File: src/rtl/dac_spi_tx.sv
// SPI mode-0 transmitter for a 24-bit DAC frame {CMD, sample}.
// Frame: LEAD, 24 SCLK bits, TRAIL, then a CS-high GAP before idle.
module dac_spi_tx #(
  parameter int unsigned CLK_DIV = 2,
  parameter logic [7:0]  CMD     = 8'h30
) (
  input  logic        clk,
  input  logic        rst_n,
  input  logic [16:0] data_in,
  input  logic        data_valid,
  output logic        busy,
  output logic        frame_done,
  output logic        sclk,
  output logic        mosi,
  output logic        cs_n,
  output logic [7:0]  drop_cnt
);

  typedef enum logic [2:0] {
    IDLE,
    LEAD,
    SHIFT,
    TRAIL,
    GAP
  } state_e;

  localparam logic [7:0] DIV_LAST = 8'(CLK_DIV - 1);

  state_e      state_q;
  logic [7:0]  div_q;
  logic [4:0]  bit_q;
  logic [23:0] shreg_q;
  logic        busy_q;
  logic        done_q;
  logic        sclk_q;
  logic        mosi_q;
  logic        cs_n_q;
  logic [7:0]  drop_q;

  logic        div_last;
  logic [23:0] word_d;

  assign div_last = (div_q == DIV_LAST);
  assign word_d   = {CMD, data_in[16] ? 16'hFFFF : data_in[15:0]};

  always_ff @(posedge clk or negedge rst_n) begin
    if (!rst_n) begin
      state_q <= IDLE;
      div_q   <= '0;
      bit_q   <= '0;
      shreg_q <= '0;
      busy_q  <= 1'b0;
      done_q  <= 1'b0;
      sclk_q  <= 1'b0;
      mosi_q  <= 1'b0;
      cs_n_q  <= 1'b1;
      drop_q  <= '0;
    end else begin
      done_q <= 1'b0;
      if (data_valid && busy_q && drop_q != 8'hFF)
        drop_q <= drop_q + 8'd1;
      case (state_q)
        IDLE: begin
          if (data_valid) begin
            state_q <= LEAD;
            busy_q  <= 1'b1;
            cs_n_q  <= 1'b0;
            shreg_q <= word_d;
            mosi_q  <= word_d[23];
            div_q   <= '0;
          end
        end
        LEAD: begin
          if (div_last) begin
            div_q   <= '0;
            bit_q   <= '0;
            state_q <= SHIFT;
          end else begin
            div_q <= div_q + 8'd1;
          end
        end
        SHIFT: begin
          if (div_last) begin
            div_q <= '0;
            if (!sclk_q) begin
              sclk_q <= 1'b1;
            end else begin
              sclk_q <= 1'b0;
              // next bit is launched only on the falling edge
              if (bit_q == 5'd23) begin
                state_q <= TRAIL;
                mosi_q  <= 1'b0;
              end else begin
                bit_q   <= bit_q + 5'd1;
                shreg_q <= {shreg_q[22:0], 1'b0};
                mosi_q  <= shreg_q[22];
              end
            end
          end else begin
            div_q <= div_q + 8'd1;
          end
        end
        TRAIL: begin
          if (div_last) begin
            div_q   <= '0;
            cs_n_q  <= 1'b1;
            state_q <= GAP;
          end else begin
            div_q <= div_q + 8'd1;
          end
        end
        GAP: begin
          if (div_last) begin
            div_q   <= '0;
            busy_q  <= 1'b0;
            done_q  <= 1'b1;
            state_q <= IDLE;
          end else begin
            div_q <= div_q + 8'd1;
          end
        end
        default: state_q <= IDLE;
      endcase
    end
  end

  assign busy       = busy_q;
  assign frame_done = done_q;
  assign sclk       = sclk_q;
  assign mosi       = mosi_q;
  assign cs_n       = cs_n_q;
  assign drop_cnt   = drop_q;

endmodule

File: config.mk
export PLATFORM = sky130hd
export DESIGN_NAME = dac_spi_tx
export DESIGN_NICKNAME = d
export VERILOG_FILES = /design/src/rtl/dac_spi_tx.sv
export SDC_FILE = /design/constraint.sdc
export NUM_CORES = 1
export LEC_CHECK = 0
export BUFFER_PORTS_ARGS = -buffer_cell sky130_fd_sc_hd__buf_2
export CORE_MARGIN = 3
export CORE_UTILIZATION = 58
export DETAILED_ROUTE_END_ITERATION = 8
export PLACE_DENSITY = 0.85
export RECOVER_POWER = 100
export SETUP_SLACK_MARGIN = 0.4
export SLEW_MARGIN = 25
export SYNTH_ARGS = -nofsm -noshare
export SYNTH_HDL_FRONTEND = slang
export SYNTH_SLANG_ARGS = --single-unit
File: constraint.sdc
create_clock -name clk -period 2.6 [get_ports clk]
set_input_delay 0.26 -clock clk [delete_from_list [all_inputs] [get_ports clk]]
set_output_delay 0.26 -clock clk [all_outputs]
set_load 0.05 [all_outputs]
==> results by group, run 1 <==
GRT
  – GRT Resource Usage Total: 19.53%
  – Vias in the first global route: approximately 1.9k
  – Number of antenna violations at the first check in global routing: 0
  – Largest net degree at the start of global routing: 53
  – Global-route wire length before repair: 8.466 mm
  – GRT overflow: 0

Placement
  – Hpwl dp: around 3.3 mm
  – I/O Buffers: 32
  – Final GP Congestion: 0.8078
  – # placed instances: 339

Drt
  – Remaining DRCs: 0
  – Routed Antenna Nets: 0
  – Wire per inst: between 10 and 15 um
  – Met2 WL: 2.387 mm
  – Number of vias per cell: 5.590
  – M1 wire length: 2.338 mm
  – DR top layer: met4
  – Initial drt markers: 82
  – Routed wire length on met3: 247 um
  – Drt first pass iters: 4
  – Post-Route WL: 5.027 mm
  – Vias: 1,951

Logic synthesis
  – Synth Flop Type: dfrtp_1
  – Top-area cell type share of the netlist area: roughly 46%
  – Dominant cells by area after synthesis: dfrtp_1 (46%), mux2_4 (8.2%), nand2_1 (4.9%)
  – Synth warn: 0
  – Post-synth EDFFs: 0
  – Cell accounting for the most synthesized area: dfrtp_1
  – Syn avg cell area: 10.40 um2
  – Async S/R FF share, synth: 100.0%
  – Seq cells post-synth: 52
  – Seq/Total Area, Yosys: 47.28%
  – Syn Std Cell Area: 2755 um2
  – Distinct cell type count after synthesis: 52
  – Cells after Synth: roughly 270
  – Synth Net Count: around 290

Final layout
  – Layout Nets: 320
  – Antenna cell count: 0
  – Share of cells above drive strength 1: 15.49%
  – Area growth syn-to-layout: 8.992%
  – Fin cells: 349
  – FILL cells: 356

STA
  – Worst-Margin Slew: between 1 and 1.5 ns
  – Fmax: 0.4715 GHz
  – Fin Clk Skew: 0.006560 ns
  – Fin Setup TNS: 0 ns
  – Setup Viol. Count Final: 0
  – Slew Limit Fails: 0
  – Fin. Hold Viols: 0
  – Final min period: 2.121 ns
  – Period utilisation layout: 81.57%
  – Slew margin rel.: roughly 18%
  – Unrepaired setup endpoints after global routing: no

Worst setup path
  – Cells along the critical path: buf_4 -> or3b_1 -> a22oi_1 -> clkbuf_1 -> a41oi_1 -> a21oi_1
  – Worst Path Max Fanout: 52
  – WP data arrival: 2.34 ns
  – Delay-heaviest family, CP: buffers and inverters
  – Crit-path slowest cell: or3b_1
  – Startpoint types: flop
  – Critical path class: reg2reg
  – Worst path bufs/invs: 2
  – Worst EP required: 2.82 ns
  – Crit end category: flop
  – Critical Path Max Stage Delay: 0.46 ns

Die
  – Die Y: between 70 and 80 um
  – Floorplan die width: 74.92 um
  – I/O pin count: 33
  – Die area: approximately 5600 um2
  – Initial Utilization: 61.58%
  – Core area: 4474 um2
  – Core Rows: 24

Clock tree
  – Worst-case clock buffer depth: 2
  – Root Buffer Master: clkbuf_8
  – Clk slew on worst S/H paths: 0.09 ns
  – Worst-skew pair later-pin latency: ~0.3 ns
  – CTS tree: built
  – Total CTS buffers: 5
  – H-tree levels: 2
  – Clock Sinks: 52

Power
  – Peak VDD IR: ~0.00042 V
  – Pwr dens: 671.6 nW/um2
  – P_leak: ~0.0014 uW

Run
  – Max_cap viols: 0

Outcome
  – Outcome: finished clean

Hold path
  – HP Class: in2reg
kinds of logic after synthesis:
group	count (synthesis)	share of synthesized area [%]
muxes	28	13.17
buffers and inverters	25	5.131
and+or+nand+nor	95	18.03
DFF	52	47.28
AOI/OAI and AO/OA	51	11.40
adders and majority gates	4	1.817
xor gates and xnor gates	10	3.179
registers in the layout, summed over array words and instances (netlist names), 3 cells and up:
name	count
drop_cnt	8
shreg_q	23
div_q	8
bit_q	5
state_q	3
cells in the mapped netlist (2+ instances only):
master / count
dfrtp_1: 51
nand2_1: 36
nor2_1: 23
o21ai_0: 21
mux2_4: 15
a21oi_1: 11
inv_1: 11
mux2i_1: 7
and3_1: 6
clkbuf_1: 6
mux2_2: 6
xnor2_1: 6
nand3_1: 5
ha_1: 4
nand2b_1: 4
xor2_1: 4
buf_2: 3
nand4_1: 3
o22ai_1: 3
a31oi_1: 2
and2_1: 2
and4_1: 2
buf_12: 2
nand4b_1: 2
o21a_1: 2
o31ai_1: 2
cell type report:
type | instances | area, um2 | area share, %
sequential | 52 | 1303 | 43.38
multi-input combinational | 188 | 1249 | 41.58
timing repair buffer | 38 | 186.4 | 6.208
clock inverter | 3 | 90.09 | 3.000
clock buffer | 5 | 68.82 | 2.292
tap | 52 | 65.06 | 2.167
inverter | 11 | 41.29 | 1.375
repair_timing:
| action | in CTS | in global routing |
|---|---|---|
| buffers inserted | 0 | 1 |
| endpoints found under the hold margin | 23 | 0 |
| hold buffers | 1 | 0 |
| endpoints found under the setup margin | 3 | 18 |
| gates resized for setup | 1 | 1 |
power breakdown:
part / switching, uW / internal (uW)
Sequential: 60.2 / 861
Clock: 263 / 481
Combinational: 263 / 87.9
Total: 587 / 1430
worst register-to-register path: cells and delay by family (launching register included):
family,cells,cell delay [ns]
DFF,1,0.39
and+or+nand+nor,1,0.47
AOI/OAI and AO/OA,3,0.51
buffers and inverters,2,0.69
final timing paths:
| check | start | end | slack (ns) | cells after the start |
|---|---|---|---|---|
| hold reg to reg | drop_cnt[7] | drop_cnt[7] | 0.50 | 1 |
| min in group asynchronous | rst_n | drop_cnt[0] | 0.73 | 2 |
| setup reg to reg | state_q[1] | div_q[4] | 0.48 | 6 |
| max in group asynchronous | rst_n | cs_n | 0.82 | 3 |
| hold / removal | data_in[0] | shreg_q[0] | 0.30 | 4 |
| setup / recovery | state_q[1] | div_q[4] | 0.48 | 6 |
through the flow:
step | util (%) | power, uW | instance area (um2) | worst slack, ns | hold WS [ns]
floorplan | - | 1194 | 2755 | 0.6611 | -0.03559
global placement | 65.04 | 1292 | 2910 | 0.4800 | 0.2658
detailed placement | 65.04 | 1302 | 2910 | 0.4368 | 0.2601
CTS | 68.90 | 2042 | 3083 | 0.4556 | 0.2990
global route | 67.11 | 2099 | 3003 | 0.2989 | 0.3122
finish | 67.11 | 2017 | 3003 | 0.4791 | 0.3014
layout by cell type, fill, tap and decap left out, types with 7 or more instances in the layout:
cell       n
dfrtp_1   51
inv_1     11
nand2_1   36
mux2_1    15
clkbuf_1  16
mux2i_1    7
o21ai_0   21
a21oi_1   11
buf_2     18
nor2_1    23
metal layers:
layer / track usage (%) / vias up
met5: 0 / -
met4: 5.731 / 0
met3: 4.673 / 5
met2: 31.43 / 46
met1: 26.36 / 924
li1: - / 976
Note: power is estimated with default switching activity, not from simulation.
==> run 2: changes to the inputs <==
==> constraint.sdc (replaced) <==
create_clock -name clk -period 2 [get_ports clk]
set_input_delay 0.2 -clock clk [delete_from_list [all_inputs] [get_ports clk]]
set_output_delay 0.2 -clock clk [all_outputs]
set_load 0.05 [all_outputs]
==> run 2 against run 1 <==
Compared with the run above:
- global-route usage up 5.8 points
- critical path depth up 3
- sequential power up 30%
- highest routed layer unchanged
- cell count up 7.2%
- clock power up 0.9%
- largest power group unchanged
- sequential share of layout area down 4.6 points
- core utilization up 8.2 points
==> results by group, run 2 (synthesized netlist as in run 1, its figures left out) <==
Worst setup path
  – FF-to-FF setup slack: 0.08 ns
  – Delay-heaviest family, CP: buffers and inverters
  – Critical Path Max Stage Delay: between 0.4 and 0.5 ns
  – Worst Reg-to-Reg Cells: 9
  – Worst Path Max Fanout: 6
  – Worst path bufs/invs: 4
  – Top cell by count, worst path: buf_6
  – Crit end category: flop
  – Worst R2R End: div_q[5]
  – Cells along the critical path: inv_2 -> ha_1 -> nor4b_4 -> clkbuf_4 -> buf_6 -> a22oi_1 -> buf_6 -> a21o_1 -> a22o_2
  – WP data arrival: roughly 2.1 ns
  – Worst EP required: around 2.2 ns
  – Startpoint types: flop
  – Critical path class: reg2reg
  – Crit-path slowest cell: dfrtp_1
  – Reg-to-reg startpoint: div_q[1]

Placement
  – Hpwl dp: 3.757 mm
  – Placed Area: roughly 3000 um2
  – I/O Buffers: 32
  – Final GP Congestion: 0.8702

Drt
  – Routed Antenna Nets: 0
  – Drt first pass iters: 4
  – Post-Route WL: roughly 6.8 mm
  – Number of vias per cell: 5.888
  – Wire per inst: about 18 um
  – Remaining DRCs: 0
  – Vias: between 2k and 2.5k
  – Initial drt markers: 121

Power
  – Peak VDD IR: ~0.00050 V
  – Flop pwr share: 49.7%
  – P_leak: 0.001525 uW
  – Clk network pwr share: 31.0%
  – Pwr dens: around 700 nW/um2
  – Switching part of the total: 32.99%
  – Net Sw Power: 800.1 uW
  – Logic pwr share: 19.4%
  – Int Pwr: 1625 uW

Die
  – Core Rows: 24
  – Initial Utilization: 61.58%
  – Die Y: 74.92 um
  – Die area: 5613 um2
  – Floorplan die width: 74.92 um
  – Core area: 4474 um2
  – I/O pin count: 33

Final layout
  – Post-route cell area: 3371 um2
  – Register area: between 1000 and 1500 um2
  – Most frequent cells in the layout: dfrtp_1 (48), nand2_1 (34), nor2_1 (22), o21ai_0 (19), buf_2 (18)
  – Antenna cell count: 0
  – FILL cells: 303
  – Most flop-heavy register: shreg_q
  – Layout Nets: approximately 350
  – Area taken by multi-input logic gates: 1344 um2
  – Largest register FFs: 23
  – Share of cells above drive strength 1: 27.64%
  – Area growth syn-to-layout: 22.34%
  – Commonest non-fill, non-tap cell in the layout: dfrtp_1

Clock tree
  – Clock Sinks: 52
  – Clk slew on worst S/H paths: 0.10 ns
  – Worst-case clock buffer depth: 2
  – H-tree levels: 2
  – CTS tree: built
  – Total CTS buffers: 5
  – Root Buffer Master: clkbuf_8
  – Worst-skew pair later-pin latency: 0.31 ns

STA
  – Period utilisation layout: between 90% and 100%
  – Fmax: 0.5206 GHz
  – Final min period: 1.921 ns
  – Unrepaired setup endpoints after global routing: yes
  – Fin. Hold Viols: 0
  – Fin Clk Skew: 0.004324 ns
  – Worst-Margin Slew: around 1.3 ns
  – Fin Setup TNS: 0 ns
  – Slew margin rel.: 12.78%
  – Slew Limit Fails: 0
  – Setup Viol. Count Final: 0

GRT
  – GRT Resource Usage Total: 25.38%
  – Vias in the first global route: about 2.3k
  – Largest net degree at the start of global routing: 39
  – Number of antenna violations at the first check in global routing: 0
  – GRT overflow: 0
  – Global-route wire length before repair: about 11 mm

Run
  – Max_cap viols: 0

Hold path
  – HP Class: in2reg
  – Hold EP: shreg_q[8]
  – Worst hold stages: 4
  – Min-Delay Startpoint: data_in[8]

Outcome
  – Outcome: finished clean
## run 2: stage by stage
step	utilization (%)	hold WS, ns	cells	worst slack (ns)	power [uW]
2_1_floorplan	-	-0.09559	265	0.1164	1570
3_3_place_gp	67.42	0.2101	347	0.1228	1705
3_5_place_dp	67.42	0.2099	347	0.07874	1725
4_1_cts	75.78	0.2622	371	0.1156	2466
5_1_grt	75.34	0.2802	374	0.01577	2511
6_report	75.34	0.2682	374	0.07932	2425
## run 2: power by group through the flow
| stage | Clock, uW | Sequential [uW] | Combinational, uW |
|---|---|---|---|
| after CTS | 758 | 1200 | 503 |
| after global routing | 785 | 1220 | 504 |
| after global placement | 0 | 1220 | 486 |
| after floorplan | 0 | 1450 | 124 |
| final | 751 | 1200 | 470 |
| after detailed placement | 0 | 1220 | 500 |
## run 2: layer usage
layer	wire length (um)	share of wire (%)	track usage [%]	vias to the layer above
met1	2903	43	32.50	1082
met3	280	4.1	5.073	17
li1	-	-	-	1030
met2	3458	51	43.23	73
met4	164	2.4	8.103	0
met5	0	0	0	-
## run 2: layout make-up
class	count	share of cell area, %
multi-input combinational	188	39.87
inverter	11	1.225
clock inverter	3	1.373
timing repair buffer	63	14.81
clock buffer	5	2.042
tap	52	1.930
sequential	52	38.75
## run 2: timing repair
item | 4_1_cts | 5_1_grt
pin swaps | 11 | 7
gates resized for setup | 31 | 19
hold endpoints to repair | 21 | 0
cloned | 2 | 1
buffers inserted | 13 | 2
endpoints found under the setup margin | 39 | 44
hold buffers | 1 | 0
## run 2: worst register-to-register path: cells and delay by family, from the launching register on
family / cells / cell delay, ns
flip-flops: 1 / 0.41
adder cells (fa/ha/maj): 1 / 0.14
AND/OR/NAND/NOR: 1 / 0.26
AO/OA/AOI/OAI: 3 / 0.47
buffers and inverters: 4 / 0.54
## run 2: how the worst max path moves through the flow
stage | cells after the start | start | slack (ns) | to
after floorplan | 7 | div_q[1] | 0.12 | shreg_q[10]
after global placement | 6 | bit_q[0] | 0.12 | shreg_q[0]
after detailed placement | 7 | div_q[1] | 0.08 | shreg_q[1]
after CTS | 8 | div_q[1] | 0.12 | shreg_q[15]
after global routing | 8 | div_q[1] | 0.02 | bit_q[1]
final | 9 | div_q[1] | 0.08 | div_q[5]
